<file path="config.mk">
export PLATFORM = sky130hd
export DESIGN_NAME = nibble_serial_add_ctrl
export DESIGN_NICKNAME = d
export VERILOG_FILES = /design/src/rtl/nibble_serial_add_ctrl.sv
export SDC_FILE = /design/constraint.sdc
export NUM_CORES = 1
export LEC_CHECK = 0
export CAP_MARGIN = 10
export CELL_PAD_IN_SITES_DETAIL_PLACEMENT = 0
export CELL_PAD_IN_SITES_GLOBAL_PLACEMENT = 1
export CORE_ASPECT_RATIO = 0.5
export CORE_MARGIN = 1
export CORE_UTILIZATION = 35
export CTS_CLUSTER_DIAMETER = 120
export CTS_CLUSTER_SIZE = 28
export DETAILED_ROUTE_END_ITERATION = 7
export GPL_TIMING_DRIVEN = 0
export HOLD_SLACK_MARGIN = 0.08
export PLACE_DENSITY = 0.83
export SYNTH_ARGS = -nofsm -noshare
export SYNTH_HDL_FRONTEND = slang
export SYNTH_SLANG_ARGS = --single-unit
</file>
<file path="constraint.sdc">
create_clock -name clk -period 2.3 [get_ports clk]
set_input_delay 0.46 -clock clk [delete_from_list [all_inputs] [get_ports clk]]
set_output_delay 0.46 -clock clk [all_outputs]
set_load 0.02 [all_outputs]
</file>
<file path="src/rtl/nibble_serial_add_ctrl.sv">
// Nibble-serial adder sequencer: drives one external 4-bit adder slice, LSB nibble first.
// Optional SUB_MODE_EN adds a sub port for A-B via inverted B and forced initial carry.
module nibble_serial_add_ctrl #(
  parameter int unsigned WIDTH = 16
) (
  input  logic             clk,
  input  logic             rst,
  input  logic             start,
  input  logic [WIDTH-1:0] op_a,
  input  logic [WIDTH-1:0] op_b,
  input  logic             cin,
`ifdef SUB_MODE_EN
  input  logic             sub,
`endif
  output logic             busy,
  output logic             done,
  output logic [WIDTH-1:0] result,
  output logic             cout,
  output logic [3:0]       add_a,
  output logic [3:0]       add_b,
  output logic             add_cin,
  input  logic [3:0]       add_sum,
  input  logic             add_cout
);

  localparam int unsigned NIB = WIDTH / 4;
  localparam int unsigned CW  = (NIB > 1) ? $clog2(NIB) : 1;
  localparam logic [CW-1:0] LAST = CW'(NIB - 1);

  typedef enum logic [1:0] {
    IDLE,
    RUN,
    DONE
  } state_t;

  state_t           state;
  logic [WIDTH-1:0] a_q;
  logic [WIDTH-1:0] b_q;
  logic             carry_q;
  logic [CW-1:0]    nib_cnt;
  logic             accept;
  logic             init_carry;
  logic             sub_q;
  logic [3:0]       b_nib;

  assign accept = start && ((state == IDLE) || (state == DONE));

`ifdef SUB_MODE_EN
  // Subtract is A + ~B + 1, so the requested cin is overridden.
  assign init_carry = sub ? 1'b1 : cin;

  always_ff @(posedge clk) begin
    if (rst) begin
      sub_q <= 1'b0;
    end else if (accept) begin
      sub_q <= sub;
    end
  end
`else
  assign init_carry = cin;
  assign sub_q      = 1'b0;
`endif

  always_comb begin
    add_a   = '0;
    add_b   = '0;
    add_cin = 1'b0;
    b_nib   = b_q[4*nib_cnt +: 4];
    if (state == RUN) begin
      add_a   = a_q[4*nib_cnt +: 4];
      add_b   = sub_q ? ~b_nib : b_nib;
      add_cin = carry_q;
    end
  end

  always_ff @(posedge clk) begin
    if (rst) begin
      state   <= IDLE;
      nib_cnt <= '0;
      carry_q <= 1'b0;
      a_q     <= '0;
      b_q     <= '0;
      busy    <= 1'b0;
      done    <= 1'b0;
      result  <= '0;
      cout    <= 1'b0;
    end else begin
      case (state)
        IDLE, DONE: begin
          done <= 1'b0;
          if (start) begin
            a_q     <= op_a;
            b_q     <= op_b;
            carry_q <= init_carry;
            nib_cnt <= '0;
            result  <= '0;
            cout    <= 1'b0;
            busy    <= 1'b1;
            state   <= RUN;
          end else begin
            state <= IDLE;
          end
        end
        RUN: begin
          result[4*nib_cnt +: 4] <= add_sum;
          carry_q                <= add_cout;
          if (nib_cnt == LAST) begin
            cout  <= add_cout;
            busy  <= 1'b0;
            done  <= 1'b1;
            state <= DONE;
          end else begin
            nib_cnt <= nib_cnt + 1'b1;
          end
        end
        default: begin
          busy  <= 1'b0;
          done  <= 1'b0;
          state <= IDLE;
        end
      endcase
    end
  end

endmodule

</file>
Word-level counts from Yosys, hierarchy flattened:

Index checks and enable logic that the tools add are counted.

* output and inout port bits: 28
* register bits after elaboration: 56
* bits of input ports: 41
* logic and storage cells: 51

* equality and inequality tests: 6
* bitwise logic cells: 1
* multiplexer cells: 20
* shift operators: 4
* add/sub/neg operators: 2
* reductions and logical operators: 9

Operators with widths (count)
* 4-bit negation with 34-bit output: 1
* 4-bit by 34-bit variable shift with 16-bit output, first input constant: 1
* 4-bit by 34-bit variable part select with 16-bit output: 1
* 16-bit one-hot mux with 2 select lines: 1
* 16-bit by 5-bit variable part select with 4-bit output: 2
* 16-bit bitwise mux: 1
* 16-bit 2-to-1 mux: 1
* 4-bit 2-to-1 mux: 2
* 2-bit one-hot mux with 2 select lines: 2
* 1-bit 2-to-1 mux: 7
* 2-bit 2-to-1 mux: 3
* 1-bit one-hot mux with 2 select lines: 3
* 2-bit AND reduction: 3
* 3-bit AND reduction: 2
* 2-bit equality test, second input constant: 2
* 2-bit != test, second input constant: 2
* 2-bit OR reduction: 2
* 2-bit by 1-bit adder with 2-bit output, second input constant: 1
* 2-bit by 1-bit equality test with 1-bit output, second input constant: 1
* 2-bit zero test: 1
* 2-bit by 1-bit != test with 1-bit output, second input constant: 1
* 2-bit nonzero test: 1
* 1-bit inverter: 1

Longest topological paths before layout:

Gate-level depths: netlist (run 1).

* depth in word-level cells: 4
* gate-level depth with buffers: 6
* depth with buffers taken out: 5

Worst setup path after synthesis (run 1):

No wires, ideal clock.

* path kind: register to register
* start: register nib_cnt[1]
* end: register result[7]
* buffers on the path: 1
* path slack: 0.410 ns
* clock period less this slack: 1.890 ns
* library setup time: 0.117 ns
* required time: 2.183 ns
* stages on the path, launching flop included: 7
* arrival time: 1.773 ns
* cells stage by stage: dfxtp_1 clkbuf_1 inv_1 ha_1 and4bb_2 and3_1 a22o_1

* cells in the longest elaborated chain, start to end: 4
* elaborated cells on any way between the ends: 5
* those cells by class: add/sub: 1; shift: 2; mux: 2

Ends and longest elaborated chain
* start: declaration: RTL line 40 `logic [CW-1:0] nib_cnt;`
* start signal: assignment: RTL line 113 `nib_cnt <= nib_cnt + 1'b1;`
* 4-bit negation with 34-bit output (*): RTL line 105 `result[4*nib_cnt +: 4] <= add_sum;`
* 4-bit by 34-bit variable part select with 16-bit output / 4-bit by 34-bit variable shift with 16-bit output (equally long branches): RTL line 105
* 16-bit bitwise mux (*): RTL line 105
* 16-bit one-hot mux with 2 select lines (*): RTL line 88 `case (state)`
* end signal: indexed assignment: RTL line 105
* end: declaration: RTL line 17 `output logic [WIDTH-1:0] result,`

Mark *: on every way between the ends. The rest lies on a longest branch, timed or not.
A chain may end at the register's enable or synchronous reset.

Final worst setup path (run 1):

* start: register nib_cnt[1]
* end: output port add_b[0]

* cells in the longest elaborated chain, start to end: 2

Ends and longest elaborated chain
* 16-bit by 5-bit variable part select with 4-bit output: RTL line 68 `b_nib = b_q[4*nib_cnt +: 4];`
* 4-bit 2-to-1 mux: RTL line 69 `if (state == RUN) begin`
* end: declaration: RTL line 20 `output logic [3:0] add_b,`

Every way passes these cells.

==> results of run 1 <==
[layer usage]
metal | track usage | share of wire | vias to the layer above
li1 | - | - | 1053
met4 | 0.0423 | 0.011 | 0
met5 | 0 | 0 | -
met1 | 0.206 | 0.49 | 980
met2 | 0.294 | 0.47 | 43
met3 | 0.0426 | 0.033 | 7
[what timing repair did]
action,in CTS,in global routing
setup endpoints to repair,11,6
setup buffers,3,0
resized for setup,22,7
cloned,0,0
[synth_stat cells, types with 2 or more instances]
master | count | area share
o211ai_1 | 2 | 0.0061
buf_6 | 2 | 0.0091
a31oi_1 | 3 | 0.0076
buf_2 | 5 | 0.010
nor2_1 | 6 | 0.0091
nand2b_1 | 3 | 0.0076
mux4_1 | 3 | 0.032
a22o_1 | 12 | 0.043
o2bb2ai_1 | 4 | 0.014
and2_1 | 9 | 0.023
nand2_1 | 67 | 0.10
mux4_2 | 5 | 0.046
clkbuf_1 | 5 | 0.0076
a21oi_1 | 35 | 0.071
a211oi_4 | 4 | 0.032
dfxtp_1 | 56 | 0.45
nand3_1 | 5 | 0.010
nor2b_1 | 4 | 0.010
inv_1 | 4 | 0.0061
ha_1 | 6 | 0.030
buf_4 | 5 | 0.015
[registers in the layout, summed over array words and instances, names as in the netlist]
register  cells
state         2
result       16
carry_q       1
cout          1
nib_cnt       2
done          1
b_q          16
busy          1
a_q          16
[critical path, delay by kind of cell, from the launching register on]
| kind | cells | cell delay, ps |
|---|---|---|
| DFF | 1 | 470 |
| muxes | 1 | 280 |
| and+or+nand+nor | 1 | 160 |
| buffers and inverters | 2 | 550 |
[through the flow]
step | instances | TNS [ps] | instance area (µm²) | hold slack (ps)
after global placement | 419 | -1260 | 3260 | 440
after global routing | 430 | 0 | 3440 | 474
final | 430 | 0 | 3440 | 453
after CTS | 430 | 0 | 3470 | 456
after detailed placement | 419 | -1200 | 3260 | 446
after floorplan | 259 | 0 | 2470 | 432
[placed cells by master (no fill, tap or decap), types with 6 or more instances in the layout]
cell type        instances
nand2_1                 67
clkdlybuf4s50_1         59
dfxtp_1                 54
a21oi_1                 35
a22o_1                  12
and2_1                   9
buf_4                    8
nor2_1                   6
ha_1                     6
clkbuf_2                 6
[cells by family after synthesis]
| group | Yosys count |
|---|---|
| AND/OR/NAND/NOR | 105 |
| AO/OA/AOI/OAI | 62 |
| flip-flops | 56 |
| buffers and inverters | 22 |
| multiplexers | 8 |
| adder cells (fa/ha/maj) | 6 |
[worst max-delay path by stage]
stage / start / end / slack (ps) / depth (start not counted)
2_1_floorplan: nib_cnt[1] / result[7] / 410 / 6
3_3_place_gp: nib_cnt[1] / add_a[0] / -190 / 4
3_5_place_dp: nib_cnt[1] / add_a[0] / -180 / 4
4_1_cts: nib_cnt[0] / add_a[2] / 2 / 4
5_1_grt: nib_cnt[1] / add_b[0] / 7 / 4
6_report: nib_cnt[1] / add_b[0] / 90 / 4
[cell type report]
class / count / area [µm²] / area share
flip-flops and latches: 56 / 1130 / 0.327
inverters: 5 / 21.3 / 0.00618
plain buffers: 17 / 123 / 0.0356
multi-input cells: 181 / 1220 / 0.355
repair buffers: 71 / 669 / 0.194
clock inverters: 3 / 42.5 / 0.0124
clock buffers: 5 / 125 / 0.0363
well taps: 92 / 115 / 0.0334
[report_power, final]
| group | internal, mW | switching, mW |
|---|---|---|
| clock | 0.512 | 0.341 |
| combinational | 0.174 | 0.162 |
| sequential | 1.01 | 0.0265 |
| total | 1.70 | 0.529 |
==> results.ini, run 1 <==
[die]
rows=21
die_y_um=61.4
ioPinCount=69
core_region_area_um2=6750
die_area_um2=7410
start_util=0.366
dieWidth_um=121

[detailed_routing]
route.vias.total=2083
wire_per_inst_um=13.2
finalWirelength_um=5680
dr.pass1.iters=4
drc=0
drt_iter0_markers=62
vias_per_cell=4.84
ant_nets=0

[worst_setup_path]
start_kind=flop
r2r_cells=6
critPathArrivalTime_ps=1750
reg2reg_slack_ps=350
end_kind=output pin
max_stage_delay_ps=470
worstPathRequired_ps=1840
slowest_stage=dfxtp_1
worstPathMaxFanout=10
timing.rr.end=result[4]
path_class=flop to output pin
crit_chain=clkbuf_8 > mux4_1 > and2_1 > dlygate4sd2_1
timing.rr.start=nib_cnt[1]

[yosys]
netlist_area_um2=2470
synthMuxAreaShare=0.0775
synthArstFlopShare=0
ys_ff_latch=56
synth-simple-area-share=0.208
syn_nets=306
synthCells=259
synth-edff-count=0
yosysUniqueCellTypes=35
synth_xor_area_frac=0
synth_top_family_by_area=simple AND/OR/NAND/NOR gates
synthAdderAreaFrac=0.0304
synth_ff_type=dfxtp_1
yosysWarnings=0
synth_seq_area_share=0.454
syn_area_per_cell_um2=9.53
synth_compound_area_frac=0.179

[placed_design]
post-place-ws_ps=-180
io_buffers=68
hpwl_um=4270
gp_congestion=0.798

[sta]
relSlewSlack=0.680
tightest_slew_ps=479
hold_viol=0
post-route-period-util=0.962
setup_viol_count_final=0
setup_slack_ps=87.7
period_needed_ps=2210
clock_skew_ps=5.72
finalMaxSlewViolations=0
rsz0062_at_grt=no
max_freq_mhz=452

[power_and_ir_drop]
cellLeakagePower_nw=1.30
peakVddDrop_v=0.000559
power_density_nw_per_um2=647
totalPowerFinal_mw=2.23

[layout]
syn2layout_area_growth_pct=39.5
nFillCells=636
layout.nets=384
postLayoutCoreUtil=0.510
num_antenna_cells=0
layout-drive-gt1-share=0.142

[global_route]
grt_overflow=0
grt_pass1_wl_um=9400
grt_pass1_vias=2048
grt_max_degree=18
antenna_found_initial=0
track_usage=0.165

[cts]
clk_pin_slew_ps=70
tritoncts_num_sinks=56
ctsLongestPathBuffers=2
cts_root_buffer=clkbuf_16
cts_made_buffers=5
postCtsHoldBufs=0
clk_latency_ps=290
htree_levels=2
tritoncts=yes

[hold_path]
min_path_type=flop to flop
worstHoldPathCells=2
hp-start=b_q[14]
min_to=b_q[14]

[run]
drv_cap=0

[outcome]
status=finished clean

No activity file was read; power rests on OpenSTA's default activity.
==> run 2, diff against run 1 <==
Settings changed: CTS_CLUSTER_SIZE 28 to 30, PLACE_DENSITY 0.83 to 0.77.
==> results.ini, run 2 (same netlist as run 1, synthesis figures left out) <==
[power_and_ir_drop]
power_density_nw_per_um2=627  ; -3.1%
cellLeakagePower_nw=1.29  ; -0.69%
peakVddDrop_v=0.000280  ; -50%

[detailed_routing]
dr.pass1.iters=5  ; +1
ant_nets=0  ; unchanged
finalWirelength_um=5930  ; +4.4%
drc=0  ; unchanged
wire_per_inst_um=13.8  ; +4.4%
drt_iter0_markers=75  ; +21%
route.vias.total=2100  ; +0.82%
vias_per_cell=4.88  ; +0.82%

[cts]
postCtsHoldBufs=0  ; unchanged
cts_root_buffer=clkbuf_16
htree_levels=2  ; unchanged
tritoncts_num_sinks=56  ; unchanged
ctsLongestPathBuffers=2  ; unchanged
clk_pin_slew_ps=70  ; about the same
tritoncts=yes
cts_made_buffers=5  ; unchanged
clk_latency_ps=290  ; about the same

[layout]
layout.nets=384  ; unchanged
num_antenna_cells=0  ; unchanged
nFillCells=662  ; +4.1%
layout-drive-gt1-share=0.139  ; -0.00296
syn2layout_area_growth_pct=38.8
postLayoutCoreUtil=0.508  ; -0.00259
final_cell_mix=nand2_1, clkdlybuf4s50_1, dfxtp_1
final_common_cell=nand2_1
instances_no_fill=430  ; unchanged
largestRegisters=a_q: 16 flops, b_q: 16 flops, result: 16 flops

[global_route]
track_usage=0.176  ; +0.0107
grt_overflow=0  ; unchanged
grt_pass1_vias=2038  ; -0.49%
antenna_found_initial=0  ; unchanged
grt_pass1_wl_um=9800  ; +4.3%
grt_max_degree=17  ; -1

[die]
die_area_um2=7410  ; unchanged
ioPinCount=69  ; unchanged
rows=21  ; unchanged
core_region_area_um2=6750  ; unchanged
start_util=0.366  ; unchanged
die_y_um=61.4  ; unchanged
dieWidth_um=121  ; unchanged

[worst_setup_path]
crit_chain=buf_4 > mux4_1 > and2_1 > dlygate4sd2_1
start_kind=flop
max_stage_delay_ps=520  ; +50 ps
worstPathRequired_ps=1840  ; about the same
path_class=flop to output pin
slowest_stage=mux4_1
critPathArrivalTime_ps=1790  ; +40 ps
end_kind=output pin
worstPathMaxFanout=4  ; -6

[sta]
max_freq_mhz=445  ; -1.5%
period_needed_ps=2250  ; +32.9 ps
finalMaxSlewViolations=0  ; unchanged
tns_ps=0  ; unchanged
setup_viol_count_final=0  ; unchanged
hold_viol=0  ; unchanged
rsz0062_at_grt=no
relSlewSlack=0.666  ; -0.0146
clock_skew_ps=5.94  ; +0.223 ps
post-route-period-util=0.976  ; +0.0143
tightest_slew_ps=501  ; +22.0 ps

[run]
drv_cap=0  ; unchanged

[placed_design]
io_buffers=68  ; unchanged
hpwl_um=4340  ; +1.6%
dp_cells=419  ; unchanged
gp_congestion=0.788  ; -1.3%

[hold_path]
min_path_type=flop to flop

[outcome]
status=finished clean

run 2: final timing paths:
path / slack (ps) / start / to / cells past startpoint
max: 50 / nib_cnt[0] / add_b[3] / 4
min reg2reg: 450 / b_q[7] / b_q[7] / 2
max reg2reg: 370 / nib_cnt[1] / result[5] / 6
min: 450 / b_q[7] / b_q[7] / 2
run 2: layer usage:
layer | routed length, µm | vias up | GRT usage
li1 | - | 1053 | -
met1 | 2860 | 997 | 0.225
met2 | 2760 | 42 | 0.303
met3 | 229 | 8 | 0.0417
met4 | 76 | 0 | 0.0564
met5 | 0 | - | 0
run 2: worst max-delay path, delay by kind of cell, from the launching register on:
kind | cells | cell delay [ps]
buffers and inverters | 2 | 430
flip-flops | 1 | 390
AND/OR/NAND/NOR | 1 | 160
multiplexers | 1 | 520
run 2: repair_timing:
action / in CTS / in global routing
setup buffers: 2 / 1
resized for setup: 20 / 10
endpoints found under the setup margin: 13 / 6
pin swaps: 0 / 0
run 2: cell type report:
class | instances | area [µm²] | share of cell area
plain buffers | 17 | 123 | 0.0358
clock inverters | 1 | 7.51 | 0.00219
clock buffers | 7 | 143 | 0.0416
flip-flops and latches | 56 | 1130 | 0.329
inverters | 5 | 21.3 | 0.00621
repair buffers | 71 | 669 | 0.195
multi-input cells | 181 | 1220 | 0.357
well taps | 92 | 115 | 0.0336
run 2: stage by stage:
step	setup slack [ps]	total power [mW]	cell area [µm²]	hold slack (ps)
CTS	2.62	2.17	3450	455
detailed placement	-198	1.40	3260	445
floorplan	410	1.25	2470	432
finish	54.8	2.15	3430	453
global placement	-184	1.39	3260	440
global route	10.3	2.26	3430	478
run 2: power breakdown:
| part | leakage [nW] | switching [mW] | internal [mW] |
|---|---|---|---|
| Clock | 0.0701 | 0.336 | 0.434 |
| Combinational | 0.764 | 0.165 | 0.174 |
| Sequential | 0.458 | 0.0262 | 1.01 |
| Total | 1.29 | 0.527 | 1.62 |
